## src/rtl/pattern_sequencer_if.sv

```systemverilog
// Configuration/control/status bundle for pattern_sequencer.
//   master: sequencer client (offers a load, drives start/stop, watches status/outputs)
//   slave : the sequencer itself
interface pattern_sequencer_if #(
    parameter int unsigned CHANNELS = 2,
    parameter int unsigned PAT_LEN  = 32,
    parameter int unsigned LEN_W    = 6,
    parameter int unsigned DIV_W    = 21
);
    localparam int unsigned PAT_W = CHANNELS * PAT_LEN;

    logic               load_valid;
    logic               load_ready;
    logic [PAT_W-1:0]   load_pattern;
    logic [LEN_W-1:0]   load_len;
    logic [DIV_W-1:0]   load_div;
    logic               load_oneshot;
    logic               start;
    logic               stop;
    logic               busy;
    logic               done;
    logic [LEN_W-1:0]   step_idx;
    logic [CHANNELS-1:0] out;

    modport master (
        output load_valid, load_pattern, load_len, load_div, load_oneshot, start, stop,
        input  load_ready, busy, done, step_idx, out
    );

    modport slave (
        input  load_valid, load_pattern, load_len, load_div, load_oneshot, start, stop,
        output load_ready, busy, done, step_idx, out
    );
endinterface

```

## src/rtl/pattern_sequencer.sv

```systemverilog
// Multi-channel pattern sequencer: each channel shows bit step_idx of its
// pattern while RUN; steps advance every div_reg+1 clocks, in loop or one-shot.
// Ports:
//   CLK  - system clock
//   RST  - asynchronous active-high reset
//   bus  - pattern_sequencer_if.slave: load handshake + config, start/stop,
//          busy/done/step_idx status and the channel outputs
module pattern_sequencer #(
    parameter int unsigned CHANNELS = 2,
    parameter int unsigned PAT_LEN  = 32,
    parameter int unsigned LEN_W    = 6,
    parameter int unsigned DIV_W    = 21,
    parameter logic [CHANNELS*PAT_LEN-1:0] DEFAULT_PATTERN = {2{32'h0151_DDC5}},
    parameter logic [DIV_W-1:0]            DEFAULT_DIV     = DIV_W'(2**21-1),
    parameter bit                          AUTOSTART       = 1'b1
) (
    input  logic                 CLK,
    input  logic                 RST,
    pattern_sequencer_if.slave   bus
);
    localparam int unsigned PAT_W = CHANNELS * PAT_LEN;

    typedef enum logic {
        IDLE = 1'b0,
        RUN  = 1'b1
    } state_t;

    state_t              state, state_nxt;
    logic [PAT_W-1:0]    pat_reg, pat_nxt;
    logic [LEN_W-1:0]    len_reg, len_nxt;
    logic [DIV_W-1:0]    div_reg, div_nxt;
    logic                oneshot_reg, oneshot_nxt;
    logic [LEN_W-1:0]    step_idx_q, step_nxt;
    logic [DIV_W-1:0]    prescaler, pre_nxt;
    logic                done_q, done_nxt;

    logic                load_fire;
    logic [LEN_W-1:0]    len_in;
    logic [LEN_W-1:0]    last_step;
    logic [CHANNELS-1:0] out_c;
    logic [PAT_LEN-1:0]  ch_pat;
    logic [PAT_LEN-1:0]  ch_shift;

    assign load_fire = bus.load_valid && (state == IDLE);
    assign last_step = len_reg - LEN_W'(1);

    // Out-of-range lengths (0 or beyond PAT_LEN) collapse to the full pattern.
    assign len_in = (bus.load_len == '0 || bus.load_len > LEN_W'(PAT_LEN))
                  ? LEN_W'(PAT_LEN) : bus.load_len;

    // State and datapath registers.
    always_ff @(posedge CLK or posedge RST) begin
        if (RST) begin
            state       <= AUTOSTART ? RUN : IDLE;
            pat_reg     <= DEFAULT_PATTERN;
            len_reg     <= LEN_W'(PAT_LEN);
            div_reg     <= DEFAULT_DIV;
            oneshot_reg <= 1'b0;
            step_idx_q  <= '0;
            prescaler   <= '0;
            done_q      <= 1'b0;
        end else begin
            state       <= state_nxt;
            pat_reg     <= pat_nxt;
            len_reg     <= len_nxt;
            div_reg     <= div_nxt;
            oneshot_reg <= oneshot_nxt;
            step_idx_q  <= step_nxt;
            prescaler   <= pre_nxt;
            done_q      <= done_nxt;
        end
    end

    // Next-state: config capture, start/stop, prescaler and step advance.
    always_comb begin
        state_nxt   = state;
        pat_nxt     = pat_reg;
        len_nxt     = len_reg;
        div_nxt     = div_reg;
        oneshot_nxt = oneshot_reg;
        step_nxt    = step_idx_q;
        pre_nxt     = prescaler;
        done_nxt    = 1'b0;

        if (load_fire) begin
            pat_nxt     = bus.load_pattern;
            len_nxt     = len_in;
            div_nxt     = bus.load_div;
            oneshot_nxt = bus.load_oneshot;
        end

        case (state)
            IDLE: begin
                if (bus.start && !bus.stop) begin
                    state_nxt = RUN;
                    step_nxt  = '0;
                    pre_nxt   = '0;
                end
            end
            RUN: begin
                if (bus.stop) begin
                    state_nxt = IDLE;
                    step_nxt  = '0;
                    pre_nxt   = '0;
                end else if (prescaler == div_reg) begin
                    pre_nxt = '0;
                    if (step_idx_q == last_step) begin
                        step_nxt = '0;
                        if (oneshot_reg) begin
                            state_nxt = IDLE;
                            done_nxt  = 1'b1;
                        end
                    end else begin
                        step_nxt = step_idx_q + LEN_W'(1);
                    end
                end else begin
                    pre_nxt = prescaler + DIV_W'(1);
                end
            end
        endcase
    end

    // Channel decode straight from registers; forced low outside RUN.
    always_comb begin
        out_c    = '0;
        ch_pat   = '0;
        ch_shift = '0;
        for (int c = 0; c < int'(CHANNELS); c++) begin
            ch_pat   = pat_reg[c*PAT_LEN +: PAT_LEN];
            ch_shift = ch_pat >> step_idx_q;
            out_c[c] = (state == RUN) & ch_shift[0];
        end
    end

    assign bus.load_ready = (state == IDLE);
    assign bus.busy       = (state == RUN);
    assign bus.done       = done_q;
    assign bus.step_idx   = step_idx_q;
    assign bus.out        = out_c;

endmodule
```

## src/flat_wrapper.sv

```systemverilog
// flat-port wrapper written by rule: the top's interface ports become plain ports
module pattern_sequencer_flat 
#(
    parameter int unsigned CHANNELS = 2,
    parameter int unsigned PAT_LEN  = 32,
    parameter int unsigned LEN_W    = 6,
    parameter int unsigned DIV_W    = 21,
    parameter logic [CHANNELS*PAT_LEN-1:0] DEFAULT_PATTERN = {2{32'h0151_DDC5}},
    parameter logic [DIV_W-1:0]            DEFAULT_DIV     = DIV_W'(2**21-1),
    parameter bit                          AUTOSTART       = 1'b1
)
  (CLK, RST, bus_load_valid, bus_load_pattern, bus_load_len, bus_load_div, bus_load_oneshot, bus_start, bus_stop, bus_load_ready, bus_busy, bus_done, bus_step_idx, bus_out);
  pattern_sequencer_if #(.CHANNELS(CHANNELS), .PAT_LEN(PAT_LEN), .LEN_W(LEN_W), .DIV_W(DIV_W)) bus_i ();
  input  logic CLK;
  input  logic RST;
  input wire logic [$bits(bus_i.load_valid)-1:0] bus_load_valid;
  input wire logic [$bits(bus_i.load_pattern)-1:0] bus_load_pattern;
  input wire logic [$bits(bus_i.load_len)-1:0] bus_load_len;
  input wire logic [$bits(bus_i.load_div)-1:0] bus_load_div;
  input wire logic [$bits(bus_i.load_oneshot)-1:0] bus_load_oneshot;
  input wire logic [$bits(bus_i.start)-1:0] bus_start;
  input wire logic [$bits(bus_i.stop)-1:0] bus_stop;
  output wire logic [$bits(bus_i.load_ready)-1:0] bus_load_ready;
  output wire logic [$bits(bus_i.busy)-1:0] bus_busy;
  output wire logic [$bits(bus_i.done)-1:0] bus_done;
  output wire logic [$bits(bus_i.step_idx)-1:0] bus_step_idx;
  output wire logic [$bits(bus_i.out)-1:0] bus_out;
  assign bus_i.load_valid = bus_load_valid;
  assign bus_i.load_pattern = bus_load_pattern;
  assign bus_i.load_len = bus_load_len;
  assign bus_i.load_div = bus_load_div;
  assign bus_i.load_oneshot = bus_load_oneshot;
  assign bus_i.start = bus_start;
  assign bus_i.stop = bus_stop;
  assign bus_load_ready = bus_i.load_ready;
  assign bus_busy = bus_i.busy;
  assign bus_done = bus_i.done;
  assign bus_step_idx = bus_i.step_idx;
  assign bus_out = bus_i.out;
  pattern_sequencer #(.CHANNELS(CHANNELS), .PAT_LEN(PAT_LEN), .LEN_W(LEN_W), .DIV_W(DIV_W), .DEFAULT_PATTERN(DEFAULT_PATTERN), .DEFAULT_DIV(DEFAULT_DIV), .AUTOSTART(AUTOSTART)) u_core (.CLK(CLK), .RST(RST), .bus(bus_i));
endmodule
```

## config.mk

```make
export PLATFORM = sky130hd
export DESIGN_NAME = pattern_sequencer_flat
export DESIGN_NICKNAME = d
export VERILOG_FILES = /design/src/rtl/pattern_sequencer_if.sv /design/src/rtl/pattern_sequencer.sv /design/src/flat_wrapper.sv
export SDC_FILE = /design/constraint.sdc
export NUM_CORES = 1
export LEC_CHECK = 0
export BUFFER_PORTS_ARGS = -buffer_cell sky130_fd_sc_hd__buf_2
export CORE_MARGIN = 4
export CORE_UTILIZATION = 51
export DETAILED_ROUTE_END_ITERATION = 6
export GPL_TIMING_DRIVEN = 1
export PLACE_DENSITY = 0.77
export SYNTH_ARGS = -nofsm -noshare
export SYNTH_HDL_FRONTEND = slang
export SYNTH_SLANG_ARGS = --single-unit
```

## constraint.sdc

```tcl
create_clock -name CLK -period 3.3 [get_ports CLK]
set_input_delay 0.33 -clock CLK [delete_from_list [all_inputs] [get_ports CLK]]
set_output_delay 0.33 -clock CLK [all_outputs]
set_load 0.02 [all_outputs]
```

==> results of run 1 <==
## path summary, 6_finish.rpt
kind                                             start                     end  slack [ps]  cells past startpoint
max in group asynchronous                          RST       u_core.pat_reg[6]        2400                      3
worst min register to register      u_core.pat_reg[24]      u_core.pat_reg[24]         460                      2
worst min-delay path                               RST       u_core.len_reg[0]          30                      2
min in group CLK                  bus_load_pattern[44]      u_core.pat_reg[44]         100                      3
worst max-delay path            u_core.bus.step_idx[2]              bus_out[0]         240                      5
worst max register to register  u_core.bus.step_idx[2]  u_core.bus.step_idx[0]         750                      6
## worst register-to-register path: cells and delay by family, from the launching register on
kind | cells | cell delay, ps
AND/OR/NAND/NOR | 4 | 980
flip-flops | 1 | 1000
multiplexers | 1 | 290
XOR/XNOR | 1 | 160
## stage by stage
stage	power [mW]	cell area, um2	hold WS, ps
after floorplan	2.15	6160	413
after detailed placement	2.34	6750	452
final	4.20	7360	34.7
after CTS	4.23	7360	38.9
after global placement	2.31	6750	447
after global routing	4.37	7360	72.2
## power groups by stage
stage,logic (mW),clock network (mW),registers (mW)
2_1_floorplan,0.356,0,1.79
3_5_place_dp,0.502,0,1.83
3_3_place_gp,0.481,0,1.83
6_report,0.506,1.88,1.81
5_1_grt,0.575,1.97,1.83
4_1_cts,0.510,1.91,1.81
## cells in the final DEF, fill, tap and decap left out, drive strengths merged, types with 2 or more instances in the layout
master      n
a21oi      13
or2         2
nor2       12
clkinv      4
nor4        4
clkbuf     20
nand2b      7
a22o        2
xnor2      20
nor3        9
clkinvlp    4
a2111oi     4
and3        5
o22a        2
and2        5
or3         9
nand3      12
inv        14
dfrtp      70
buf       112
o211ai      2
a31oi       3
nand4       9
o21a        2
bufinv      2
a21o       12
o21ai      20
nand3b      5
nand2     284
xor2       10
mux2i       2
ha          3
a211oi      2
mux4       18
nor2b       4
dfstp      51
## kinds of logic after synthesis
logic type | Yosys count | synth area share, %
flops | 121 | 50.3
simple gates | 368 | 26.0
mux | 21 | 7.52
xor+xnor | 30 | 4.39
fa+ha+maj | 3 | 0.610
compound gates | 66 | 7.12
buf+inv | 48 | 4.07
## cell type report
| cell class | count | area [um2] | share of cell area (%) |
|---|---|---|---|
| Clock buffer | 20 | 467 | 6.34 |
| Clock inverter | 12 | 140 | 1.90 |
| Inverter | 12 | 48.8 | 0.663 |
| Multi-Input combinational cell | 488 | 2820 | 38.3 |
| Sequential cell | 121 | 3090 | 42.0 |
| Tap cell | 143 | 179 | 2.43 |
| Timing Repair Buffer | 112 | 611 | 8.30 |
## metal layers
layer	up-vias	routed length, um	global-route usage [%]
met5	-	13	0
met2	171	7440	37.0
met4	2	306	7.91
met1	2477	6390	29.2
li1	2365	-	-
met3	26	974	6.30
==> impl_metrics.ini, run 1 <==
[clock_network]
cts_max_level = 4
clkLatencyLatePin_ps = 420
postCtsSetupRepairBufs = 0
cts_sinks = 121
cts_buffers = 17
clockBufferDepth = 2
cts_tree = yes
cts_root_buf = clkbuf_16
post_cts_resized = 0
postCtsHoldBufs = 0
clkSlewWorstSetupHoldPaths_ps = 50

[die]
die-area_um2 = 13900
fp.dieH_um = 118
start_util_pct = 53.0
core_um2 = 11600
num_rows = 39
io_pins = 108
die_x_um = 118

[outcome]
status = finished, final reports clean

[placed_design]
routabilityCongestion = 0.856
dp_hpwl_um = 10400
placedCellCount = 876
place_ws_ps = 704
io_buffers = 107

[worst_setup_path]
critPathArrivalTime_ps = 2730
crit_top_cell = mux4_2
crit_chain = mux4_2, mux4_2, o21ai_1, nor3_1, buf_2
crit_family = flip-flops
path_buf_inv = 1
critPathKind = reg -> out
slowest_stage = dfrtp_1
cp-start-kind = flop
critPathMaxFanout = 25
cp.required_ps = 2970
cp_slowest_stage_delay_ps = 1000
cp-end-kind = output pin

[synthesis]
async_reset_ff_share_pct = 100
ys_seq_elements = 121
yosys.cell_count.top_type = nand2_1
syn-num-nets = 757
synth_top_area_share_pct = 28.5
synth_edf_count = 0
yosysTopAreaCell = dfrtp_1
synth_area_per_cell_um2 = 9.36
synth_area_um2 = 6150
synthCells = 657
synth_seq_area_share_pct = 50.3
yosysUniqueCellTypes = 56
yosys-top-cells-count = 283 x nand2_1, 70 x dfrtp_1, 51 x dfstp_2
synth.area.top_cells = dfrtp_1 28%, dfstp_2 22%, nand2_1 17%, mux4_2 4.4%, xnor2_1 2.7%
yosys_most_used_dff = dfrtp_1
ys.warnings.count = 0

[finish]
area_delta_synth_final_pct = 19.6
postLayoutCoreUtil_pct = 63.3
drive_above_1_share_pct = 29.3
final_cell_count_no_fill = 908
nNetsFinal = 852
num-fill-cells = 941
largest_register_ff_count = 64
diodes = 0

[sta]
fin_worst_skew_ps = 5.63
final_hold_viol_count = 0
fin_crit_sh_pct = 92.6
fin_ws_ps = 243
fmax_ghz = 0.327
worst_slew_pin_slew_ps = 1040
rsz0062_at_grt = false
fin_crit_ps = 3060
maxSlewHeadroom_pct = 30.6
drv_slew = 0
setup_viol = 0
timing.setup.tns_ps = 0

[power]
power.share.switching_pct = 26.2
p_clk_share_pct = 44.8
p_switching_mw = 1.10
p_comb_share_pct = 12.1
p_per_area_nw_per_um2 = 571
p_leak_nw = 3.58
seq_power_share_pct = 43.2
vdd_ir_drop_max_mv = 0.379
p_int_mw = 3.10

[global_route]
grt_pass1_vias = 5222
grt_overflow = 0
grt_max_degree = 83
grt_pass1_wl_um = 25400
grt_use_total_pct = 22.7
antenna_found_initial = 1

[route]
wl_um = 15100
vias_per_cell = 5.55
routedWlPerCell_um = 16.7
num_vias = 5041
initialDrtViolationCount = 387
postRouteAntennaNets = 0
drc_errors = 0
firstDrtPassIters = 5

[flow_run]
maxCapViolCount = 0

[min_path]
hold_class = in -> async
Power figures use the tool's default switching activity.
==> inputs of run 2 (changes only) <==
--- a/config.mk
+++ b/config.mk
@@ -5,12 +5,13 @@
 export SDC_FILE = /design/constraint.sdc
 export NUM_CORES = 1
 export LEC_CHECK = 0
-export BUFFER_PORTS_ARGS = -buffer_cell sky130_fd_sc_hd__buf_2
+export BUFFER_PORTS_ARGS = -buffer_cell sky130_fd_sc_hd__clkbuf_2
 export CORE_MARGIN = 4
 export CORE_UTILIZATION = 51
+export CTS_CLUSTER_DIAMETER = 50
 export DETAILED_ROUTE_END_ITERATION = 6
 export GPL_TIMING_DRIVEN = 1
-export PLACE_DENSITY = 0.77
+export PLACE_DENSITY_LB_ADDON = 0.08
 export SYNTH_ARGS = -nofsm -noshare
 export SYNTH_HDL_FRONTEND = slang
 export SYNTH_SLANG_ARGS = --single-unit
==> impl_metrics.ini, run 2 (synthesis results as in run 1) <==
[worst_setup_path]
critPathKind = reg -> out
cp-end-kind = output pin
cp-start-kind = flop
critPathMaxFanout = 21
cp.required_ps = 2970
critPathArrivalTime_ps = 2520

[min_path]
hold_class = in -> reg

[clock_network]
cts_sinks = 121
clockBufferDepth = 2
clkSlewWorstSetupHoldPaths_ps = 60
post_cts_resized = 0
postCtsHoldBufs = 0
cts_root_buf = clkbuf_16
postCtsSetupRepairBufs = 0
cts_tree = yes
clkLatencyLatePin_ps = 420
cts_max_level = 4
cts_buffers = 17

[sta]
fin_crit_sh_pct = 86.3
fin_worst_skew_ps = 8.70
fin_crit_ps = 2850
rsz0062_at_grt = false
fmax_ghz = 0.351
maxSlewHeadroom_pct = 23.6
setup_viol = 0
worst_slew_pin_slew_ps = 1150
timing.setup.tns_ps = 0
drv_slew = 0
final_hold_viol_count = 0

[power]
seq_power_share_pct = 45.0
p_comb_share_pct = 12.3
total_power_mw = 4.04
p_switching_mw = 1.09
p_per_area_nw_per_um2 = 552
p_leak_nw = 3.58
p_clk_share_pct = 42.7
power.share.switching_pct = 26.9
p_int_mw = 2.96
vdd_ir_drop_max_mv = 0.345

[finish]
num-fill-cells = 986
diodes = 0
seq_area_um2 = 3090
area_delta_synth_final_pct = 19.1
drive_above_1_share_pct = 29.5
largest_register_ff_count = 64
layout_common_cells = 282 x nand2_1, 107 x clkbuf_2, 70 x dfrtp_1, 51 x dfstp_2, 19 x xnor2_1
postLayoutCoreUtil_pct = 63.1
nNetsFinal = 856
final_common_cell = nand2_1
multiInputGateArea_um2 = 2820

[die]
core_um2 = 11600
num_rows = 39
die_x_um = 118
io_pins = 108
fp.dieH_um = 118
die-area_um2 = 13900
start_util_pct = 53.0

[global_route]
grt_pass1_wl_um = 24600
grt_max_degree = 52
grt_overflow = 0
grt_use_total_pct = 22.4
antenna_found_initial = 0
grt_pass1_vias = 4946

[route]
postRouteAntennaNets = 0
firstDrtPassIters = 4
wl_um = 14600
drc_errors = 0
num_vias = 4835
initialDrtViolationCount = 256
routedWlPerCell_um = 16.0
vias_per_cell = 5.30

[outcome]
status = finished, final reports clean

[placed_design]
dp_hpwl_um = 10400
io_buffers = 107
routabilityCongestion = 0.855

[flow_run]
maxCapViolCount = 0
## run 2: cell count changes in the layout (fill, tap and decap cells not counted), moves of 3 or more
cell	before	now
buf_2	107	0
clkbuf_2	0	107
buf_4	2	7
clkbuf_8	3	0
## run 2: metrics by stage
stage	setup slack [ps]	instances	hold WS, ps	instance area (um2)
final	452	912	71.9	7320
after global routing	280	912	54.7	7320
after global placement	901	880	447	6770
after detailed placement	875	880	449	6770
after CTS	420	912	57.2	7320
after floorplan	1080	657	413	6160
## run 2: layout make-up
class / count / share of cell area, %
well taps: 143 / 2.44
inverters: 12 / 0.666
clock buffers: 18 / 5.86
multi-input cells: 488 / 38.5
clock inverters: 14 / 1.74
repair buffers: 116 / 8.58
flip-flops and latches: 121 / 42.2
## run 2: worst paths after layout
check                           cells past startpoint                     end  slack (ps)                   start
max in group asynchronous                           3      u_core.pat_reg[22]        2270                     RST
worst min-delay path                                3      u_core.pat_reg[52]          70    bus_load_pattern[52]
worst max register to register                      7  u_core.bus.step_idx[0]         870  u_core.bus.step_idx[2]
worst max-delay path                                6              bus_out[1]         450  u_core.bus.step_idx[0]
min in group asynchronous                           2      u_core.pat_reg[37]         160                     RST
worst min register to register                      2      u_core.pat_reg[56]         460      u_core.pat_reg[56]
## run 2: worst max-delay path: stages, from the launching register on
cell and delay, ps:
dfrtp_1 320, buf_4 330, mux4_1 600, mux4_2 480
o21ai_1 130, nor3_1 70, clkbuf_2 160
## run 2: power by group through the flow
| stage | Clock, mW | Sequential, mW | Combinational (mW) |
|---|---|---|---|
| after floorplan | 0 | 1.79 | 0.356 |
| after global placement | 0 | 1.84 | 0.486 |
| after detailed placement | 0 | 1.84 | 0.501 |
| after CTS | 1.76 | 1.82 | 0.505 |
| after global routing | 1.83 | 1.84 | 0.568 |
| final | 1.73 | 1.82 | 0.498 |
## run 2: metal layers
layer	wire length, um	vias up	global-route usage (%)
met5	0	-	0
met4	232	0	7.91
met3	813	17	6.34
met2	6900	142	34.4
met1	6650	2298	30.5
li1	-	2378	-
==> inputs of run 3 (changes only) <==
==> constraint.sdc (replaced) <==
create_clock -name CLK -period 3.3 [get_ports CLK]
set_input_delay 0.165 -clock CLK [delete_from_list [all_inputs] [get_ports CLK]]
set_output_delay 0.165 -clock CLK [all_outputs]
set_load 0.02 [all_outputs]
==> impl_metrics.ini, run 3 (synthesis results as in run 1) <==
[route]
routedWlPerCell_um = 16.0
num_vias = 5244
postRouteAntennaNets = 0
initialDrtViolationCount = 406
firstDrtPassIters = 5
drc_errors = 0
wl_um = 16000
vias_per_cell = 5.26

[global_route]
grt_use_total_pct = 24.2
antenna_found_initial = 0
grt_overflow = 0
grt_pass1_wl_um = 26900
grt_max_degree = 90
grt_pass1_vias = 5446

[worst_setup_path]
reg2reg_depth = 6
critPathArrivalTime_ps = 2640
critPathLaunch = u_core.bus.step_idx[2]
rrSetupSlack_ps = 840
cp-end-kind = output pin
slowest_stage = dfrtp_1
critPathMaxFanout = 25
cp_slowest_stage_delay_ps = 970
critPathKind = reg -> out
r2r-start = u_core.bus.step_idx[2]
crit_end = bus_out[0]
cp.required_ps = 3130
reg2reg_to = u_core.bus.step_idx[0]
crit_chain = mux4_2, mux4_2, o21ai_1, nor3_1, clkbuf_2
cp-start-kind = flop
crit_top_cell = mux4_2

[finish]
num-fill-cells = 842
diodes = 0
final_cell_count_no_fill = 997
postLayoutCoreUtil_pct = 71.2
seq_area_um2 = 3090
area_delta_synth_final_pct = 34.4
drive_above_1_share_pct = 26.1
nNetsFinal = 941
layout_common_cells = 282 x nand2_1, 107 x clkbuf_2, 89 x dlygate4sd3_1, 70 x dfrtp_1, 51 x dfstp_2
multiInputGateArea_um2 = 2820
fin_area_um2 = 8270
final_common_cell = nand2_1
largest_register_ff_count = 64

[placed_design]
placedCellCount = 876
dp_hpwl_um = 10200
place_area_um2 = 6740
place_ws_ps = 876
routabilityCongestion = 0.844
io_buffers = 107

[clock_network]
clockBufferDepth = 2
cts_sinks = 121
cts_root_buf = clkbuf_16
cts_tree = yes
postCtsSetupRepairBufs = 0
clkLatencyLatePin_ps = 420
cts_max_level = 4
clkSlewWorstSetupHoldPaths_ps = 50
cts_buffers = 17
post_cts_resized = 0

[sta]
worst_slew_pin_slew_ps = 1120
rsz0062_at_grt = false
fin_ws_ps = 498
timing.setup.tns_ps = 0
setup_viol = 0
fmax_ghz = 0.357
fin_crit_ps = 2800
maxSlewHeadroom_pct = 25.7
fin_crit_sh_pct = 84.9
fin_worst_skew_ps = 6.17
holdWs_ps = -2.43
drv_slew = 0
final_hold_viol_count = 1

[die]
core_um2 = 11600
num_rows = 39
die-area_um2 = 13900
fp.dieH_um = 118
start_util_pct = 53.0
io_pins = 108
die_x_um = 118

[power]
power.share.switching_pct = 24.6
p_switching_mw = 1.08
p_int_mw = 3.31
p_comb_share_pct = 13.3
p_leak_nw = 3.98
p_clk_share_pct = 45.2
p_per_area_nw_per_um2 = 531
seq_power_share_pct = 41.5
total_power_mw = 4.39
vdd_ir_drop_max_mv = 0.394

[outcome]
status = finished, violations left
violations = negative hold slack

[min_path]
hold_class = in -> async

[flow_run]
maxCapViolCount = 0
[run 3: changes by cell type in the layout (fill, tap and decap cells not counted)]
cell and change:
clkbuf_8 +3, clkinv_2 -1, inv_4 +1, inv_6 -1, bufinv_16 +3, dlygate4sd3_1 +89
clkinvlp_4 -1, clkinv_4 -4, buf_4 -4
[run 3: layout make-up]
cell class,instances,area share [%]
clock inverter,11,2.04
tap,143,2.16
timing repair buffer,201,18.0
clock buffer,21,5.69
multi-input combinational,488,34.1
inverter,12,0.575
sequential,121,37.4
[run 3: how the worst min path moves through the flow]
stage / cells past startpoint / from / endpoint
floorplan: 2 / bus_load_pattern[0] / u_core.pat_reg[0]
global placement: 3 / bus_load_pattern[22] / u_core.pat_reg[22]
detailed placement: 3 / bus_load_pattern[22] / u_core.pat_reg[22]
CTS: 3 / bus_load_len[1] / u_core.len_reg[1]
global route: 3 / bus_load_len[1] / u_core.len_reg[1]
finish: 2 / RST / u_core.len_reg[4]
[run 3: timing repair]
action | in CTS | in global routing
hold endpoints to repair | 89 | 0
endpoints found under the setup margin | 0 | 0
hold buffers | 89 | 0
[run 3: worst max-delay path, delay by kind of cell (launching register included)]
kind / cells / cell delay (ps)
buffers and inverters: 1 / 160
DFF: 1 / 970
muxes: 2 / 880
and+or+nand+nor: 1 / 80
AOI/OAI and AO/OA: 1 / 120
[run 3: power groups by stage]
| stage | logic [mW] | registers, mW | clock network [mW] |
|---|---|---|---|
| 6_report | 0.584 | 1.82 | 1.98 |
| 5_1_grt | 0.658 | 1.84 | 2.08 |
| 4_1_cts | 0.582 | 1.82 | 2.01 |
| 3_5_place_dp | 0.497 | 1.84 | 0 |
| 3_3_place_gp | 0.483 | 1.84 | 0 |
| 2_1_floorplan | 0.355 | 1.79 | 0 |
[run 3: routing by layer]
layer  vias up  part of all wire [%]  GRT usage, %  wire, um
met4         0                   2.2          9.82       358
met3        30                   5.3          6.39       845
met5         -                     0             0         0
met1      2510                    44          31.5      6970
met2       162                    49          38.8      7810
li1       2542                     -             -         -
